## src/rtl/deltasigma_pkg.sv

```systemverilog
// Shared sizing, sample-extraction helpers and warm-up states for the
// delta-sigma receive path and any later CIC decimators.
package deltasigma_pkg;

    localparam int DEFAULT_DEC_LOG2 = 6;
    localparam int DEFAULT_RESO     = 6;

    typedef enum logic [1:0] {
        WU_IDLE = 2'd0,
        WU_ONE  = 2'd1,
        WU_DONE = 2'd2
    } warmup_t;

    // The extra bit above 2*decLog2 holds the full-scale value R^2 without wrapping.
    function automatic int cicWidth(input int decLog2);
        return 2 * decLog2 + 1;
    endfunction

    function automatic int accBits(input int decLog2);
        return 2 * decLog2;
    endfunction

    function automatic int sliceLsb(input int decLog2, input int reso);
        return accBits(decLog2) - reso;
    endfunction

    function automatic bit resoFits(input int reso, input int decLog2);
        return (reso >= 1) && (reso <= accBits(decLog2));
    endfunction

endpackage

```

## src/rtl/cic_sinc2_decim.sv

```systemverilog
// Second-order CIC decimator: integrators, phase counter, combs,
// saturation to R^2-1, warm-up suppression and the output register.
module cic_sinc2_decim
    import deltasigma_pkg::*;
#(
    parameter int DEC_LOG2 = DEFAULT_DEC_LOG2,
    parameter int RESO     = DEFAULT_RESO
) (
    input  logic            i_clk,
    input  logic            i_res_n,
    input  logic            i_bit,
    output logic [RESO-1:0] o_data,
    output logic            o_valid
);

    localparam int W   = cicWidth(DEC_LOG2);
    localparam int ACC = accBits(DEC_LOG2);
    localparam int LSB = sliceLsb(DEC_LOG2, RESO);
    localparam logic [W-1:0]        FULL_SCALE = {1'b1, {ACC{1'b0}}};
    localparam logic [DEC_LOG2-1:0] LAST_PHASE = '1;

    logic [W-1:0]        r_int1;
    logic [W-1:0]        r_int2;
    logic [W-1:0]        r_int2d;
    logic [W-1:0]        r_comb1d;
    logic [DEC_LOG2-1:0] r_phase;
    logic [RESO-1:0]     r_data;
    logic                r_valid;
    warmup_t             r_wu;

    warmup_t             w_wuNext;
    logic                w_validNext;
    logic                w_dump;
    logic [W-1:0]        w_comb1;
    logic [W-1:0]        w_comb2;
    logic [RESO-1:0]     w_sample;

    assign w_dump   = (r_phase == LAST_PHASE);
    assign w_comb1  = r_int2 - r_int2d;
    assign w_comb2  = w_comb1 - r_comb1d;
    // Only C2 == R^2 reaches the top bit, so clamping it gives R^2-1 rather than 0.
    assign w_sample = (w_comb2 >= FULL_SCALE) ? '1 : w_comb2[LSB +: RESO];

    always_ff @(posedge i_clk or negedge i_res_n) begin
        if (!i_res_n) begin
            r_int1   <= '0;
            r_int2   <= '0;
            r_int2d  <= '0;
            r_comb1d <= '0;
            r_phase  <= '0;
            r_data   <= '0;
            r_valid  <= 1'b0;
            r_wu     <= WU_IDLE;
        end else begin
            r_int1  <= r_int1 + W'(i_bit);
            r_int2  <= r_int2 + r_int1;
            r_phase <= r_phase + DEC_LOG2'(1);
            r_valid <= w_validNext;
            r_wu    <= w_wuNext;
            if (w_dump) begin
                r_int2d  <= r_int2;
                r_comb1d <= w_comb1;
                r_data   <= w_sample;
            end
        end
    end

    // The first two dump results come from partly filled combs and are not announced.
    always_comb begin
        w_wuNext    = r_wu;
        w_validNext = 1'b0;
        if (w_dump) begin
            case (r_wu)
                WU_IDLE: w_wuNext = WU_ONE;
                WU_ONE:  w_wuNext = WU_DONE;
                default: begin
                    w_wuNext    = WU_DONE;
                    w_validNext = 1'b1;
                end
            endcase
        end
    end

    assign o_data  = r_data;
    assign o_valid = r_valid;

endmodule

```

## src/rtl/deltasigma_adc.sv

```systemverilog
// Delta-sigma ADC front end: comparator synchroniser driving the feedback
// pin, followed by the sinc^2 decimator.
module deltasigma_adc
    import deltasigma_pkg::*;
#(
    parameter int RESO     = DEFAULT_RESO,
    parameter int DEC_LOG2 = DEFAULT_DEC_LOG2
) (
    input  logic            i_clk,
    input  logic            i_res_n,
    input  logic            i_cmp,
    output logic            o_fb,
    output logic [RESO-1:0] o_data,
    output logic            o_valid
);

    logic r_sync1;
    logic r_sync2;

    generate
        if (!resoFits(RESO, DEC_LOG2)) begin : g_badParams
            $error("deltasigma_adc: RESO must be between 1 and 2*DEC_LOG2");
        end
    endgenerate

    // The comparator is asynchronous; the second flop is the modulator bit.
    always_ff @(posedge i_clk or negedge i_res_n) begin
        if (!i_res_n) begin
            r_sync1 <= 1'b0;
            r_sync2 <= 1'b0;
        end else begin
            r_sync1 <= i_cmp;
            r_sync2 <= r_sync1;
        end
    end

    assign o_fb = r_sync2;

    cic_sinc2_decim #(
        .DEC_LOG2 (DEC_LOG2),
        .RESO     (RESO)
    ) u_decim (
        .i_clk   (i_clk),
        .i_res_n (i_res_n),
        .i_bit   (r_sync2),
        .o_data  (o_data),
        .o_valid (o_valid)
    );

endmodule

```

## config.mk

```make
export PLATFORM = sky130hd
export DESIGN_NAME = deltasigma_adc
export DESIGN_NICKNAME = d
export VERILOG_FILES = /design/src/rtl/deltasigma_pkg.sv /design/src/rtl/cic_sinc2_decim.sv /design/src/rtl/deltasigma_adc.sv
export SDC_FILE = /design/constraint.sdc
export NUM_CORES = 1
export LEC_CHECK = 0
export CAP_MARGIN = 20
export CORE_UTILIZATION = 67
export DETAILED_ROUTE_END_ITERATION = 10
export GPL_ROUTABILITY_DRIVEN = 0
export PLACE_DENSITY_LB_ADDON = 0.08
export SKIP_LAST_GASP = 1
export SYNTH_ARGS = -nofsm -noshare
export SYNTH_HDL_FRONTEND = slang
export SYNTH_SLANG_ARGS = --single-unit
```

## constraint.sdc

```tcl
create_clock -name i_clk -period 5.41 [get_ports i_clk]
set_input_delay 1.3525 -clock i_clk [delete_from_list [all_inputs] [get_ports i_clk]]
set_output_delay 1.3525 -clock i_clk [all_outputs]
set_load 0.1 [all_outputs]
```

==> reports/summary.txt <==
==================================================================================================
Part of the cycle the worst path needs ..............................................        68.0%
Die Outline Area .................................................................... 0.00647 sq mm
Grt total ovfl ......................................................................            0
Synth unique cells ..................................................................           55
Cell area after technology mapping .................................................. 0.00412 sq mm
Complex-gate fraction of the synthesized area .......................................        17.5%
Vias in the first global route ......................................................         2954
Final nets ..........................................................................          475
Reg2reg start ....................................................................... u_decim.r_int2[0]
Multiplexer area fraction after synthesis ...........................................        1.52%
Unrepaired setup endpoints after global routing .....................................           no
Critical Path Sink Type .............................................................         flop
Most common library cells after synthesis ........................................... sky130_fd_sc_hd__dfrtp_1 (69), sky130_fd_sc_hd__ha_1 (39), sky130_fd_sc_hd__xnor2_1 (33), sky130_fd_sc_hd__inv_1 (32), sky130_fd_sc_hd__o21ai_0 (32)
Post-route antenna net violation count ..............................................            0
Total I/O pin count .................................................................           11
Hold violation total from the final report ..........................................            0
Top cells by area, synth ............................................................ sky130_fd_sc_hd__dfrtp_1 (42%), sky130_fd_sc_hd__ha_1 (12%), sky130_fd_sc_hd__xnor2_1 (7.0%)
Sw Ratio ............................................................................        45.6%
Data arrival time of the worst path .................................................      3.88 ns
Number of warning messages in the yosys log .........................................            0
Area inside the core boundary ....................................................... 0.00592 sq mm
Total clock buffers created by CTS ..................................................            9
Post-CTS Setup Repair Bufs ..........................................................            0
Simple-gate area share of the yosys netlist .........................................        13.5%
Internal reg-to-reg setup slack .....................................................      1.73 ns
Area overhead of the layout relative to synthesis ...................................        9.60%
Total of buffers placed on input and output ports ...................................           10
Dominant combinational cell family by area after synthesis .......................... compound AO/OA/AOI/OAI gates
Maximum number of pins on one net before global-route repair ........................           58
Pre-Repair DR Iteration Count .......................................................            4
Parity-gate share of the synthesized area counting xor and xnor cells ...............        8.93%
Highest routing layer actually used .................................................         met4
Launching instance or port of the critical path ..................................... u_decim.r_int2[0]
Post-synth EDFFs ....................................................................            0
Via Count ...........................................................................         2989
Required time at the endpoint of the critical path ..................................      5.61 ns
Initial antenna violation count .....................................................            0
Min-delay worst type ................................................................      reg2reg
Total power draw ....................................................................      2.91 mW
Synth async-reset ratio .............................................................         100%
Final antenna diode count ...........................................................            0
WHS Endpoint ........................................................................         o_fb
Worst reg2reg path endpoint ......................................................... u_decim.o_data[2]
Largest area contributor in the netlist ............................................. sky130_fd_sc_hd__dfrtp_1
Fin util ............................................................................        76.3%
Clock transition time at the flip-flop clock pins of the worst setup and hold paths .      0.08 ns
Net count after synthesis ...........................................................          459
Part of the total power dissipated in sequential elements ...........................        22.9%
Relative contribution of the clock network to total power ...........................        15.3%
Logic gate share of total power .....................................................        61.8%
CTS tree ............................................................................          yes
Gr usage total ......................................................................        27.2%
Flop and latch count out of synthesis ...............................................           69
Final critical-path setup slack .....................................................      1.73 ns
Final number of max-transition violations ...........................................            0
Initial DRC Count ...................................................................          132
Headroom to the max-slew limit ......................................................        35.3%
Later-pin clock latency in the skew report ..........................................      0.35 ns
Clock period minus worst slack ......................................................      3.68 ns
Post-DP HPWL ........................................................................      5570 um
Maximum Capacitance Violations ......................................................            0
CTS Buffer Depth ....................................................................            2
Max Clock Skew ......................................................................   0.00883 ns
Worst Hold Depth ....................................................................            0
Number of buffers inserted for hold repair after clock tree synthesis ...............            0
Routed WL per cell ..................................................................      15.3 um
Total leakage power .................................................................      2.04 nW
Sequential element share of the synthesized area ....................................        41.9%
Synth Area in Adders ................................................................        12.8%
Worst IR drop on VDD ................................................................       472 uV
Wire length of the first global-routing pass ........................................     13100 um
Die extent in x .....................................................................      80.4 um
Setup crit start kind ...............................................................         flop
Cell at the root of the clock tree .................................................. sky130_fd_sc_hd__clkbuf_8
Detail Route met3 WL ................................................................       255 um
Total met2 wirelength after detailed routing ........................................      3760 um
Post-Syn Instances ..................................................................          415
Critical path class .................................................................      reg2reg
Number of gates resized after CTS ...................................................            0
Worst Reg-to-Reg Cells ..............................................................           15
Setup TNS ...........................................................................         0 ns
Met1 routed wirelength after detailed routing .......................................      3560 um
Number of placement rows ............................................................           28
Internal portion of total power .....................................................      1.58 mW
Switching power of the nets .........................................................      1.33 mW
Cell with the most instances after synthesis ........................................ sky130_fd_sc_hd__dfrtp_1
Total length of routed wires ........................................................      7800 um
Total clock sinks ...................................................................           69
Vias per cell .......................................................................         5.85
Level count of the clock H-tree .....................................................            3
Share of final-layout standard cells stronger than drive strength 1 .................        10.3%
Starting density of the core ........................................................        69.6%
Actual slew at the worst max-slew pin ...............................................     0.967 ns
DRC errors left .....................................................................            0
Highest clock rate ..................................................................      272 MHz
Average cell area after synthesis ...................................................   9.93 sq um
Worst Min Path Start ................................................................      r_sync1
Minimum setup slack after placement .................................................      1.73 ns
Most frequently used flop master after synthesis .................................... sky130_fd_sc_hd__dfrtp_1
Count of endpoints failing setup in the final report ................................            0
Run status ..........................................................................    completed
Share of Yosys cell area claimed by the top area cell type ..........................        41.9%
Pwr per Cell Area ...................................................................  645 mW/mm^2
Worst-path fanout max ...............................................................            4
Die Ht ..............................................................................      80.4 um
==================================================================================================
-- kinds of logic after synthesis --
logic type | after synthesis
xor gates and xnor gates | 42
adders and majority gates | 41
DFF | 69
muxes | 5
buffers and inverters | 40
AOI/OAI and AO/OA | 106
and+or+nand+nor | 112
-- how the worst max path moves through the flow --
| stage | endpoint | slack [ns] |
|---|---|---|
| 3_3_place_gp | u_decim.o_data[5] | 1.82 |
| 6_report | u_decim.o_data[2] | 1.73 |
| 2_1_floorplan | u_decim.o_data[2] | 2.02 |
| 5_1_grt | u_decim.o_data[5] | 1.41 |
| 4_1_cts | u_decim.o_data[5] | 1.73 |
| 3_5_place_dp | u_decim.o_data[5] | 1.73 |
-- placed cells by master (no fill, tap or decap), types with 9 or more instances in the layout --
cell	synthesis	final
sky130_fd_sc_hd__dfrtp_1	69	69
sky130_fd_sc_hd__ha_1	39	39
sky130_fd_sc_hd__xnor2_1	33	33
sky130_fd_sc_hd__inv_1	32	32
sky130_fd_sc_hd__o21ai_0	32	32
sky130_fd_sc_hd__nand2_1	30	30
sky130_fd_sc_hd__nor2_1	25	25
sky130_fd_sc_hd__a21oi_1	22	22
sky130_fd_sc_hd__nand3_1	15	15
sky130_fd_sc_hd__clkbuf_8	0	11
sky130_fd_sc_hd__a21o_1	10	10
sky130_fd_sc_hd__and3_1	10	10
sky130_fd_sc_hd__xor2_1	9	9
sky130_fd_sc_hd__clkdlybuf4s50_1	0	9
-- state kept, by name, summed over array words and instances (netlist names), 2 cells and up --
name and cells:
u_decim.o_data 6, u_decim.r_comb1d 13, u_decim.r_int1 13, u_decim.r_int2 13
u_decim.r_int2d 13, u_decim.r_phase 6, u_decim.r_wu 2
-- critical path, stage by stage, from the launching register on --
cell and delay, ns:
sky130_fd_sc_hd__dfrtp_1 0.39, sky130_fd_sc_hd__inv_1 0.07, sky130_fd_sc_hd__ha_1 0.15, sky130_fd_sc_hd__inv_1 0.05, sky130_fd_sc_hd__fa_1 0.42, sky130_fd_sc_hd__a211oi_2 0.28, sky130_fd_sc_hd__o211ai_2 0.13, sky130_fd_sc_hd__a31o_2 0.26
sky130_fd_sc_hd__a21o_1 0.18, sky130_fd_sc_hd__xor2_1 0.16, sky130_fd_sc_hd__ha_1 0.37, sky130_fd_sc_hd__nand3_1 0.14, sky130_fd_sc_hd__a21oi_1 0.21, sky130_fd_sc_hd__o22ai_1 0.14, sky130_fd_sc_hd__a2111oi_1 0.47, sky130_fd_sc_hd__a311oi_2 0.08
-- per-layer routing --
layer / global-route usage [%] / vias up
met3: 7.05 / 23
met1: 32.3 / 1412
met2: 44.8 / 64
met4: 15.0 / 0
li1: - / 1490
met5: 0 / -
-- layout make-up --
type | count | area, sq um
multi-input combinational | 306 | 2240
sequential | 69 | 1730
tap | 75 | 93.8
clock buffer | 11 | 151
timing repair buffer | 13 | 130
inverter | 32 | 120
clock inverter | 5 | 57.6
fill | 411 | 1410
-- power by group through the flow --
stage | clock network (mW) | logic, mW | registers [mW]
2_1_floorplan | 0 | 1.45 | 0.652
3_3_place_gp | 0 | 1.69 | 0.669
3_5_place_dp | 0 | 1.75 | 0.674
4_1_cts | 0.449 | 1.79 | 0.665
5_1_grt | 0.474 | 2.00 | 0.676
6_report | 0.445 | 1.80 | 0.667
-- stage by stage --
stage / std cells / area, sq um / hold WS [ns]
CTS: 510 / 4500 / 0.356
floorplan: 415 / 4120 / 0.331
detailed placement: 494 / 4290 / 0.339
finish: 511 / 4520 / 0.355
global placement: 494 / 4290 / 0.334
global route: 511 / 4520 / 0.358
Power figures use the tool's default switching activity.
